<file path="config.mk">
export PLATFORM = sky130hd
export DESIGN_NAME = calc_stack
export DESIGN_NICKNAME = d
export VERILOG_FILES = /design/src/rtl/calc_pkg.sv /design/src/rtl/calc_alu.sv /design/src/rtl/calc_stack.sv
export SDC_FILE = /design/constraint.sdc
export NUM_CORES = 1
export LEC_CHECK = 0
export ABC_AREA = 1
export BUFFER_PORTS_ARGS = -buffer_cell sky130_fd_sc_hd__buf_2
export CORE_UTILIZATION = 57
export CTS_CLUSTER_SIZE = 24
export DETAILED_ROUTE_END_ITERATION = 8
export PLACE_DENSITY = 0.86
export SETUP_SLACK_MARGIN = 0.15
export SYNTH_ARGS = -nofsm -noshare
export SYNTH_HDL_FRONTEND = slang
export SYNTH_SLANG_ARGS = --single-unit
export TNS_END_PERCENT = 100
</file>
<file path="constraint.sdc">
create_clock -name clk -period 2.9 [get_ports clk]
set_clock_uncertainty 0.15 [all_clocks]
set_input_delay 0.58 -clock clk [delete_from_list [all_inputs] [get_ports clk]]
set_output_delay 0.58 -clock clk [all_outputs]
set_load 0.05 [all_outputs]
</file>
<file path="src/rtl/calc_pkg.sv">
// Shared definitions for the calc_stack accumulator: op encodings and the op type.
package calc_pkg;

   typedef logic [2:0] op_t;

   localparam op_t OP_AND = 3'b000;
   localparam op_t OP_OR  = 3'b001;
   localparam op_t OP_ADD = 3'b010;
   localparam op_t OP_SUB = 3'b011;
   localparam op_t OP_SLT = 3'b100;
   localparam op_t OP_SLL = 3'b101;
   localparam op_t OP_SRA = 3'b110;
   localparam op_t OP_XOR = 3'b111;

endpackage

</file>
<file path="src/rtl/calc_alu.sv">
// Combinational ALU for calc_stack. Define CALC_STACK_SAT_EN to make ADD/SUB
// saturate to the signed limits instead of wrapping.
module calc_alu
   import calc_pkg::*;
#(
   parameter int WIDTH = 16
) (
   input  logic [WIDTH-1:0] a,
   input  logic [WIDTH-1:0] b,
   input  op_t              op,
   output logic [WIDTH-1:0] result,
   output logic             ovf
);

   localparam int SHW = $clog2(WIDTH);

   logic [WIDTH-1:0] sum;
   logic [WIDTH-1:0] diff;
   logic [SHW-1:0]   sh;
   logic             sum_ovf;
   logic             diff_ovf;

   always_comb begin
      sh       = b[SHW-1:0];
      sum      = a + b;
      diff     = a - b;
      sum_ovf  = (a[WIDTH-1] == b[WIDTH-1]) && (sum[WIDTH-1] != a[WIDTH-1]);
      diff_ovf = (a[WIDTH-1] != b[WIDTH-1]) && (diff[WIDTH-1] != a[WIDTH-1]);
      result   = '0;
      ovf      = 1'b0;
      case (op)
         OP_AND: result = a & b;
         OP_OR:  result = a | b;
         OP_ADD: begin
            result = sum;
            ovf    = sum_ovf;
         end
         OP_SUB: begin
            result = diff;
            ovf    = diff_ovf;
         end
         OP_SLT: result = {{(WIDTH-1){1'b0}}, ($signed(a) < $signed(b))};
         OP_SLL: result = a << sh;
         OP_SRA: result = $signed(a) >>> sh;
         default: result = a ^ b;
      endcase
`ifdef CALC_STACK_SAT_EN
      // On overflow the true result lies beyond the limit on the side of a's sign.
      if (ovf) begin
         result = a[WIDTH-1] ? {1'b1, {(WIDTH-1){1'b0}}} : {1'b0, {(WIDTH-1){1'b1}}};
      end
`endif
   end

endmodule

</file>
<file path="src/rtl/calc_stack.sv">
// Accumulator with edge-triggered apply/undo and a circular undo history.
// Optional saturation via CALC_STACK_SAT_EN lives in calc_alu.
module calc_stack
   import calc_pkg::*;
#(
   parameter int WIDTH = 16,
   parameter int DEPTH = 4
) (
   input  logic                       clk,
   input  logic                       rst_n,
   input  logic [2:0]                 op,
   input  logic [WIDTH-1:0]           operand,
   input  logic                       apply,
   input  logic                       undo,
   input  logic                       clear,
   output logic [WIDTH-1:0]           acc,
   output logic                       zero,
   output logic                       ovf,
   output logic [$clog2(DEPTH+1)-1:0] hist_cnt,
   output logic                       undo_err
);

   localparam int CW = $clog2(DEPTH+1);
   localparam int PW = $clog2(DEPTH);
   localparam logic [CW-1:0] CNT_FULL = CW'(DEPTH);
   localparam logic [PW-1:0] PTR_LAST = PW'(DEPTH-1);

   logic [WIDTH-1:0] acc_q, acc_d;
   logic             zero_q, zero_d;
   logic             ovf_q, ovf_d;
   logic [CW-1:0]    cnt_q, cnt_d;
   logic             undo_err_q, undo_err_d;
   logic             apply_q, apply_d;
   logic             undo_q, undo_d;
   logic [PW-1:0]    wr_ptr_q, wr_ptr_d;
   logic [WIDTH-1:0] hist_q [DEPTH];
   logic [WIDTH-1:0] hist_d [DEPTH];

   logic [PW-1:0]    rd_ptr;
   logic [PW-1:0]    wr_ptr_inc;
   logic             apply_fire;
   logic             undo_fire;
   logic [WIDTH-1:0] alu_result;
   logic             alu_ovf;

   calc_alu #(.WIDTH(WIDTH)) u_alu (
      .a      (acc_q),
      .b      (operand),
      .op     (op_t'(op)),
      .result (alu_result),
      .ovf    (alu_ovf)
   );

   // apply/undo are level requests: a request is taken only on the cycle the
   // input is 1 while its registered copy is 0, so holding it high acts once.
   assign apply_fire = apply & ~apply_q;
   assign undo_fire  = undo & ~undo_q;

   assign rd_ptr     = (wr_ptr_q == '0) ? PTR_LAST : wr_ptr_q - PW'(1);
   assign wr_ptr_inc = (wr_ptr_q == PTR_LAST) ? '0 : wr_ptr_q + PW'(1);

   always_comb begin
      acc_d      = acc_q;
      ovf_d      = ovf_q;
      cnt_d      = cnt_q;
      wr_ptr_d   = wr_ptr_q;
      undo_err_d = 1'b0;
      apply_d    = apply;
      undo_d     = undo;
      hist_d     = hist_q;
      if (clear) begin
         acc_d    = '0;
         ovf_d    = 1'b0;
         cnt_d    = '0;
         wr_ptr_d = '0;
      end else if (apply_fire) begin
         // When full, wr_ptr already points at the oldest entry.
         hist_d[wr_ptr_q] = acc_q;
         wr_ptr_d         = wr_ptr_inc;
         if (cnt_q != CNT_FULL) cnt_d = cnt_q + CW'(1);
         acc_d = alu_result;
         ovf_d = alu_ovf;
      end else if (undo_fire) begin
         if (cnt_q != '0) begin
            acc_d    = hist_q[rd_ptr];
            wr_ptr_d = rd_ptr;
            cnt_d    = cnt_q - CW'(1);
         end else begin
            undo_err_d = 1'b1;
         end
      end
      zero_d = (acc_d == '0);
   end

   always_ff @(posedge clk) begin
      if (!rst_n) begin
         acc_q      <= '0;
         zero_q     <= 1'b1;
         ovf_q      <= 1'b0;
         cnt_q      <= '0;
         undo_err_q <= 1'b0;
         apply_q    <= 1'b1;
         undo_q     <= 1'b1;
         wr_ptr_q   <= '0;
      end else begin
         acc_q      <= acc_d;
         zero_q     <= zero_d;
         ovf_q      <= ovf_d;
         cnt_q      <= cnt_d;
         undo_err_q <= undo_err_d;
         apply_q    <= apply_d;
         undo_q     <= undo_d;
         wr_ptr_q   <= wr_ptr_d;
      end
   end

   // History contents need no reset: cnt_q alone decides which entries are valid.
   always_ff @(posedge clk) begin
      hist_q <= hist_d;
   end

   assign acc      = acc_q;
   assign zero     = zero_q;
   assign ovf      = ovf_q;
   assign hist_cnt = cnt_q;
   assign undo_err = undo_err_q;

endmodule

</file>
After elaboration in Yosys (flattened, before gate mapping)
Cells that the tools add are included.
{ "word_totals": {"regBits": 90, "inputBits": 24, "out_inout_bits": 22, "word_cells": 85} }
{ "op_classes": {"n_addsub": 6, "n_lt_le_gt_ge": 4, "n_eq_ne": 13, "shift": 2, "n_mux": 22, "bitwise": 12, "reduce_logical": 14} }
{ "op_table": {"columns": ["cell", "count"], "rows": [
  ["16-bit 2-to-1 mux", 7],
  ["16-bit one-hot mux with 7 select lines", 1],
  ["64-bit bitwise mux", 1],
  ["16-bit binary-select mux with 2-bit select", 1],
  ["16-bit demux with 2-bit select", 1],
  ["16-bit adder", 1],
  ["16-bit bitwise AND", 1],
  ["16-bit zero test", 1],
  ["16-bit less-than comparator", 1],
  ["16-bit bitwise OR", 1],
  ["16-bit by 4-bit left shift with 16-bit output", 1],
  ["16-bit by 4-bit >>> shifter with 16-bit output", 1],
  ["16-bit subtractor", 1],
  ["16-bit bitwise XOR", 1],
  ["3-bit 2-to-1 mux", 4],
  ["2-bit 2-to-1 mux", 5],
  ["3-bit == test (second input constant)", 3],
  ["3-bit by 2-bit == test with 1-bit output (second input constant)", 2],
  ["3-bit >= comparator (second input constant)", 2],
  ["2-bit NOT with 3-bit output", 2],
  ["1-bit NOT", 5],
  ["2-bit AND reduction", 2],
  ["2-bit nonzero test", 2],
  ["4-bit OR reduction", 1],
  ["20 further kinds", 25]
]} }

Logic depth before layout (Yosys ltp)
Gate-level depths: netlist of the first run.
{ "depth": {"ltp_word": 11, "mapped_depth": 22, "depth_no_buf": 19} }

By module
From an unflattened synthesis of the first run, not the netlist that was laid out.
{ "hier_totals": {"cells_unflattened": 1232, "area_unflattened_um2": 8150.3} }
{ "by_module_without_submodules": {"columns": ["module", "instances", "cells_per_inst", "area_per_inst_um2", "seq_area_each_um2"], "rows": [
  ["calc_alu", 1, 832, 4302.9, 0.0],
  ["calc_stack", 1, 400, 3847.4, 2442.3]
]} }

Least setup slack after synthesis of the first run
Ideal clock, no wire load.
{ "synth_path": {"kind": "input to register", "from": "input operand[3]", "to": "register zero_q (netlist: zero)", "setup_ns": 0.058, "arrival_time_ns": 2.773, "required_time_ns": 2.692, "setup_slack_ns": -0.081, "cell_stages": 22, "path_buffers": 3, "path_cell_list": "buf_2 > clkinv_1 > clkbuf_1 > ha_1 > buf_2 > inv_1 > nand2_1 > nor2_1 > nand3_1 > nand2_1 > nand2_1 > nand2_1 > nand2_1 > nand3_1 > nand3_1 > nand2_1 > nand2_1 > nor2_1 > nand2_1 > nor2_1 > nand2_1 > nand2_1"} }
{ "synth_between": {"elab_chain_cells": 5, "elab_cells_between_ends": 12, "classes_between": "add/sub (2); order compare (1); shift (2); mux (3); bitwise (3); reduce/logical (1)"} }
{ "synth_lines": {"columns": ["element", "line", "text"], "rows": [
  ["from (decl)", "calc_stack.sv:12", "input logic [WIDTH-1:0] operand,"],
  ["16-bit subtractor, or another cell as far along", "calc_alu.sv:26", "diff = a - b;"],
  ["16-bit one-hot mux with 7 select lines *", "calc_alu.sv:31", "case (op)"],
  ["16-bit 2-to-1 mux *", "calc_stack.sv:76", "end else if (apply_fire) begin"],
  ["16-bit 2-to-1 mux *", "calc_stack.sv:71", "if (clear) begin"],
  ["16-bit zero test *", "calc_stack.sv:92", "zero_d = (acc_d == '0);"],
  ["to (signal assigned)", "calc_stack.sv:107", "zero_q <= zero_d;"],
  ["to (decl)", "calc_stack.sv:29", "logic zero_q, zero_d;"]
]} }
Every way passes the cells marked *; elsewhere a longest branch is shown, timed or not.
A chain may end at the register's enable or synchronous reset.

Final worst setup path of the first run
{ "layout_path": {"from": "register acc_q[0] (netlist: acc[0])", "to": "register zero_q (netlist: zero)"} }
{ "layout_between": {"elab_chain_cells": 5, "elab_cells_between_ends": 14, "classes_between": "add/sub (2); order compare (1); shift (2); mux (5); bitwise (3); reduce/logical (1)"} }
{ "layout_lines": {"columns": ["element", "line", "text"], "rows": [
  ["from (decl)", "calc_stack.sv:28", "logic [WIDTH-1:0] acc_q, acc_d;"],
  ["from (signal assigned)", "calc_stack.sv:97", "acc_q <= '0;"],
  ["from (signal assigned)", "calc_stack.sv:106", "acc_q <= acc_d;"],
  ["16-bit subtractor, or another cell as far along", "calc_alu.sv:26", null],
  ["16-bit one-hot mux with 7 select lines / 16-bit 2-to-1 mux (equally long branches)", "calc_alu.sv:31, calc_stack.sv:83", null],
  ["16-bit 2-to-1 mux *", "calc_stack.sv:76", null],
  ["16-bit 2-to-1 mux *", "calc_stack.sv:71", null],
  ["16-bit zero test *", "calc_stack.sv:92", null]
]} }
Marks and branches as above.

==> run_results.csv, run 1 <==
group,metric,value,unit
worst_setup_path,cp_num_buf_inv,3,
global_routing,grt_pass1_vias,8113,
job,maxCapViolCount,0,
place,pre_cts_ws,-0.05550,ns
clock_network,cts_tree,"yes",
clock_network,clock_sinks,90,
floorplanning,dieArea,14430,um^2
timing,max_slew_margin,54.25,%
timing,fin_ws,0.2546,ns
final_layout,mostFrequentLayoutCell,"nand2_1",
logic_synthesis,async_reset_ff_share,0,%
clock_network,cts-root-buf,"clkbuf_16",
logic_synthesis,synth-edff-count,64,
global_routing,grt_max_degree,36,
drt,dr_total_vias,9025,
global_routing,antenna_found_initial,0,
timing,max_freq,378.0,MHz
clock_network,cts_buffers,9,
drt,wl_per_cell,18.43,um
floorplanning,die_y,120.1,um
global_routing,grt-ovfl-total,0,
global_routing,track_usage,39.07,%
final_layout,area_growth,17.86,%
final_layout,utilization,69.94,%
worst_setup_path,critPathMostFrequentCell,"nand2_1",
drt,totalWireLength,28020,um
worst_setup_path,critical-path-top-delay-family,"simple AND/OR/NAND/NOR gates",
logic_synthesis,ys_ff_latch,90,
power,peakVddDrop,0.3332,mV
worst_setup_path,crit_type,"flop to flop",
run_status,status,"completed",
timing,rsz0062_at_grt,"no",
timing,setup_violations,0,
final_layout,final_nets,1424,
clock_network,cts_buffer_depth,2,
timing,whs,0.2890,ns
logic_synthesis,seq_area_frac_synth,30.71,%
floorplanning,initial_core_util,59.35,%
worst_setup_path,endpoint_kind,"flop",
timing,fin_tns_setup,0,ns
worst_setup_path,max_stage_delay,0.36,ns
timing,layout_min_cycle_time,2.645,ns
floorplanning,rows,42,
final_layout,antenna_cells,0,
power,powerDensity,329.1,nW/um^2
worst_setup_path,required,3.04,ns
logic_synthesis,yosysUniqueCellTypes,38,
logic_synthesis,synthCells,1223,
clock_network,clk_pin_slew_worst_paths,0.06,ns
drt,drt_first_pass_iters,7,
worst_setup_path,cp.arrival,2.78,ns
floorplanning,io_pins,46,
drt,drcViolationCount,0,
final_layout,drive_above_1_share,16.96,%
timing,slew_violations,0,
final_layout,layout_common_cells,"nand2_1, nand3_1, inv_1",
power,p_leak,4.681,nW
place,hpwl,21240,um
clock_network,htree_levels,3,
worst_setup_path,crit_fanout,3,
global_routing,grt_pass1_wl,42570,um
place,port_buffers,45,
drt,via_per_inst,5.938,
worst_setup_path,cp_cell_sequence,"inv_2, ha_2, inv_1, fa_2, buf_4, nand2_1, nand2_1, nand2_1, nand2_1, nand2_1, nand3_1, nand3_2, nand3_2, nand2_1, nand4_1, nor2_2, nand2_1, nand2_1",
logic_synthesis,synth_top_flop_cell,"edfxtp_1",
drt,dr.first_iter.drc_count,1381,
logic_synthesis,synth-warning-count,0,
logic_synthesis,synthesis.nets,1308,
place,routabilityCongestion,1.038,
timing,worstMarginPinSlew,0.6838,ns
logic_synthesis,syn_area,7953,um^2
clock_network,clock_latency,0.34,ns
logic_synthesis,syn_avg_cell_area,6.503,um^2
worst_setup_path,start_kind,"flop",
timing,fin_crit_sh,91.22,%
timing,hold_viol,0,
floorplanning,core-area,13400,um^2
worst_hold_path,hp-class,"input port to flop",
floorplanning,die_w,120.1,um
worst_setup_path,slowest_stage,"dfxtp_2",
drt,postRouteAntennaNets,0,
[worst min-delay path, stage by stage]
cell and delay [ns]:
buf_2 0.08, inv_1 0.04, nand2_1 0.05
[path summary, 6_finish.rpt]
check / endpoint / cells past startpoint / startpoint / slack (ns)
max: zero / 18 / acc[0] / 0.25
min: undo_q / 3 / undo / 0.29
max reg2reg: zero / 18 / acc[0] / 0.25
min reg2reg: undo_err / 3 / undo_q / 0.36
[state kept, by name (all words and copies together) (netlist names)]
| name | cells |
|---|---|
| apply_q | 1 |
| hist_q | 64 |
| zero | 1 |
| wr_ptr_q | 2 |
| ovf | 1 |
| hist_cnt | 3 |
| undo_q | 1 |
| undo_err | 1 |
| acc | 16 |
[through the flow]
step                      area (um^2)  std cells  total power [mW]
final                            9373       1520             3.085
after global routing             9373       1520             3.193
after CTS                        9205       1511             3.050
after detailed placement         8946       1495             2.054
after global placement           8946       1495             2.047
after floorplan                  7964       1223             1.820
[Yosys cell counts (2+ instances only)]
| master | n | area (um^2) |
|---|---|---|
| a21boi_0 | 2 | 15.01 |
| a21oi_1 | 68 | 340.3 |
| a21oi_2 | 2 | 17.52 |
| a31oi_1 | 2 | 12.51 |
| and2_1 | 2 | 12.51 |
| buf_1 | 6 | 22.52 |
| buf_2 | 20 | 100.1 |
| buf_4 | 4 | 30.03 |
| buf_6 | 5 | 56.30 |
| clkbuf_1 | 15 | 56.30 |
| clkinv_1 | 3 | 11.26 |
| dfxtp_1 | 26 | 520.5 |
| edfxtp_1 | 64 | 1922 |
| fa_1 | 3 | 60.06 |
| ha_1 | 58 | 725.7 |
| inv_1 | 118 | 442.9 |
| inv_2 | 8 | 30.03 |
| nand2_1 | 387 | 1453 |
| nand2_2 | 10 | 62.56 |
| nand3_1 | 237 | 1186 |
| nand3_2 | 2 | 20.02 |
| nand4_1 | 12 | 75.07 |
| nor2_1 | 90 | 337.8 |
| nor2_2 | 3 | 18.77 |
| nor3_1 | 11 | 55.05 |
| o211ai_1 | 4 | 30.03 |
| o21ai_0 | 40 | 200.2 |
| o21ai_1 | 9 | 45.04 |
| o21bai_1 | 2 | 15.01 |
| or2_2 | 2 | 12.51 |
[kinds of logic (layout without fill, tap and decap cells)]
| family | after synthesis | in the layout | share of synthesized area, % |
|---|---|---|---|
| fa+ha+maj | 61 | 61 | 9.881 |
| simple gates | 760 | 760 | 41.11 |
| buf+inv | 180 | 301 | 9.503 |
| compound gates | 131 | 131 | 8.685 |
| xor+xnor | 1 | 1 | 0.1102 |
| flops | 90 | 90 | 30.71 |
[layout make-up]
type                    count  area [um^2]
multi-input cells         953         4847
fillers                  1180         4028
flip-flops and latches     90         2444
repair buffers            155         1106
inverters                 130        499.2
clock buffers              12        236.5
well taps                 176        220.2
clock inverters             4        20.02
[power by group]
group,leakage [nW],internal [mW],switching [mW],total (mW)
clock network,0.130,0.574,0.438,1.01
registers,0.810,1.38,0.00714,1.39
logic,3.74,0.232,0.454,0.686
total,4.68,2.19,0.899,3.08
[routing by layer]
metal | up-vias | wire [um] | track usage (%)
li1 | 4256 | - | -
met1 | 4067 | 10890 | 52.09
met4 | 0 | 1565 | 19.84
met3 | 98 | 3226 | 6.416
met5 | - | 0 | 0
met2 | 604 | 12340 | 60.99
[repair_timing]
item / in CTS / in global routing
setup endpoints to repair: 1 / 2
hold endpoints to repair: 0 / 0
gates resized for setup: 1 / 34
setup buffers: 0 / 9
pin swaps: 0 / 7
hold buffers: 0 / 0
Power figures use the tool's default switching activity.
==> run 2: changes to the inputs <==
Settings changed: PLACE_DENSITY 0.86 to 0.88.
==> run_results.csv, run 2 (synthesis results as in run 1) <==
group,metric,value,unit
worst_setup_path,cp_cell_sequence,"buf_2, inv_1, ha_1, nand2_1, nand2_1, a21oi_1, nor2_1, nor2_1, nand3_1, nand3_1, nand3_1, nand2_1, nand2_1, nor2_1, nand2_1, nor2_2, nand2_1, nand2_1",
floorplanning,io_pins,46,
final_layout,finalInstanceArea,9397,um^2
worst_setup_path,start_kind,"input port",
clock_network,htree_levels,3,
drt,totalWireLength,29360,um
worst_setup_path,slowest_stage,"ha_1",
final_layout,utilization,70.12,%
final_layout,mostFrequentLayoutCell,"nand2_1",
clock_network,clock_sinks,90,
floorplanning,initial_core_util,59.35,%
power,p_leak,4.663,nW
timing,slew_violations,0,
place,post_dp_cell_area,8856,um^2
place,routabilityCongestion,1.048,
floorplanning,die_w,120.1,um
drt,postRouteAntennaNets,0,
drt,via_per_inst,6.055,
timing,setup_violations,0,
place,hpwl,21750,um
clock_network,clock_latency,0.34,ns
global_routing,grt_pass1_wl,44670,um
final_layout,multiInputGateArea,4888,um^2
worst_setup_path,critPathMostFrequentCell,"nand2_1",
clock_network,clk_pin_slew_worst_paths,0.06,ns
floorplanning,rows,42,
floorplanning,core-area,13400,um^2
place,port_buffers,45,
final_layout,final_nets,1418,
final_layout,largest-register,"hist_q",
clock_network,cts_tree,"yes",
global_routing,grt_max_degree,34,
final_layout,layout_common_cells,"nand2_1, nand3_1, inv_1",
clock_network,cts-root-buf,"clkbuf_16",
floorplanning,dieArea,14430,um^2
floorplanning,die_y,120.1,um
timing,fin_ws,0.2626,ns
timing,layout_min_cycle_time,2.637,ns
global_routing,track_usage,41.05,%
final_layout,drive_above_1_share,17.56,%
power,peakVddDrop,0.3448,mV
clock_network,cts_buffer_depth,2,
timing,max_slew_margin,43.89,%
drt,dr_total_vias,9167,
drt,drt_first_pass_iters,7,
global_routing,grt-ovfl-total,0,
timing,max_freq,379.2,MHz
final_layout,area_growth,18.16,%
worst_setup_path,cp.arrival,2.77,ns
global_routing,antenna_found_initial,0,
timing,rsz0062_at_grt,"no",
timing,fin_crit_sh,90.94,%
power,powerDensity,347.0,nW/um^2
final_layout,largest_reg_flops,64,
drt,wl_per_cell,19.39,um
final_layout,fill_cells,1151,
worst_setup_path,crit_type,"input port to flop",
run_status,status,"completed",
timing,worstMarginPinSlew,0.8385,ns
timing,hold_viol,0,
worst_setup_path,max_stage_delay,0.41,ns
worst_setup_path,crit_fanout,6,
global_routing,grt_pass1_vias,8249,
job,maxCapViolCount,0,
worst_hold_path,hp-class,"input port to flop",
worst_setup_path,required,3.04,ns
drt,dr.first_iter.drc_count,1175,
final_layout,antenna_cells,0,
power,power,3.261,mW
place,pre_cts_ws,-0.08530,ns
final_layout,register_area,2447,um^2
drt,drcViolationCount,0,
clock_network,cts_buffers,9,
worst_setup_path,endpoint_kind,"flop",
-- run 2: cell types whose count changed in the layout (fill, tap and decap cells not counted), sizes merged --
cell / before / now
buf: 154 / 148
clkbuf: 13 / 10
clkinv: 7 / 4
clkinvlp: 1 / 4
inv: 126 / 128
bufinv: 0 / 1
-- run 2: worst paths after layout --
| check | end | cells after the start | slack, ns | start |
|---|---|---|---|---|
| setup / recovery | zero | 18 | 0.26 | operand[9] |
| setup reg to reg | zero | 18 | 0.29 | acc[0] |
| hold reg to reg | undo_err | 3 | 0.33 | undo_q |
| hold / removal | undo_q | 3 | 0.28 | undo |
-- run 2: final cells by class --
class	count	area share, %
timing repair buffer	148	10.84
inverter	130	5.353
clock inverter	6	0.6525
multi-input combinational	953	52.02
sequential	90	26.05
clock buffer	10	2.663
timing repair inverter	1	0.07989
tap	176	2.344
-- run 2: per-layer routing --
metal | vias to the layer above | wire, um | global-route usage [%]
li1 | 4247 | - | -
met4 | 0 | 1574 | 20.94
met3 | 129 | 3263 | 6.654
met2 | 663 | 13260 | 65.19
met5 | - | 0 | 0
met1 | 4128 | 11260 | 53.79
-- run 2: timing repair --
| item | 4_1_cts | 5_1_grt |
|---|---|---|
| setup buffers | 2 | 7 |
| endpoints found under the setup margin | 1 | 1 |
| hold buffers | 0 | 0 |
| gates cloned | 1 | 0 |
| pin swaps | 0 | 10 |
| resized for setup | 4 | 47 |
-- run 2: critical path, delay by kind of cell --
| family | cells | cell delay [ns] |
|---|---|---|
| adders and majority gates | 1 | 0.41 |
| buffers and inverters | 2 | 0.19 |
| and+or+nand+nor | 14 | 1.27 |
| AOI/OAI and AO/OA | 1 | 0.31 |
-- run 2: metrics by stage --
step / instances / hold slack [ns] / setup TNS [ns]
after floorplan: 1223 / 0.3040 / 0
after global placement: 1488 / 0.3151 / -0.08914
after detailed placement: 1488 / 0.3242 / -0.08530
after CTS: 1507 / 0.2754 / 0
after global routing: 1514 / 0.2996 / 0
final: 1514 / 0.2789 / 0
-- run 2: power by group --
part	total, mW	internal (mW)	switching (mW)
clock	1.19	0.718	0.476
combinational	0.681	0.225	0.456
sequential	1.39	1.38	0.00795
total	3.26	2.32	0.940
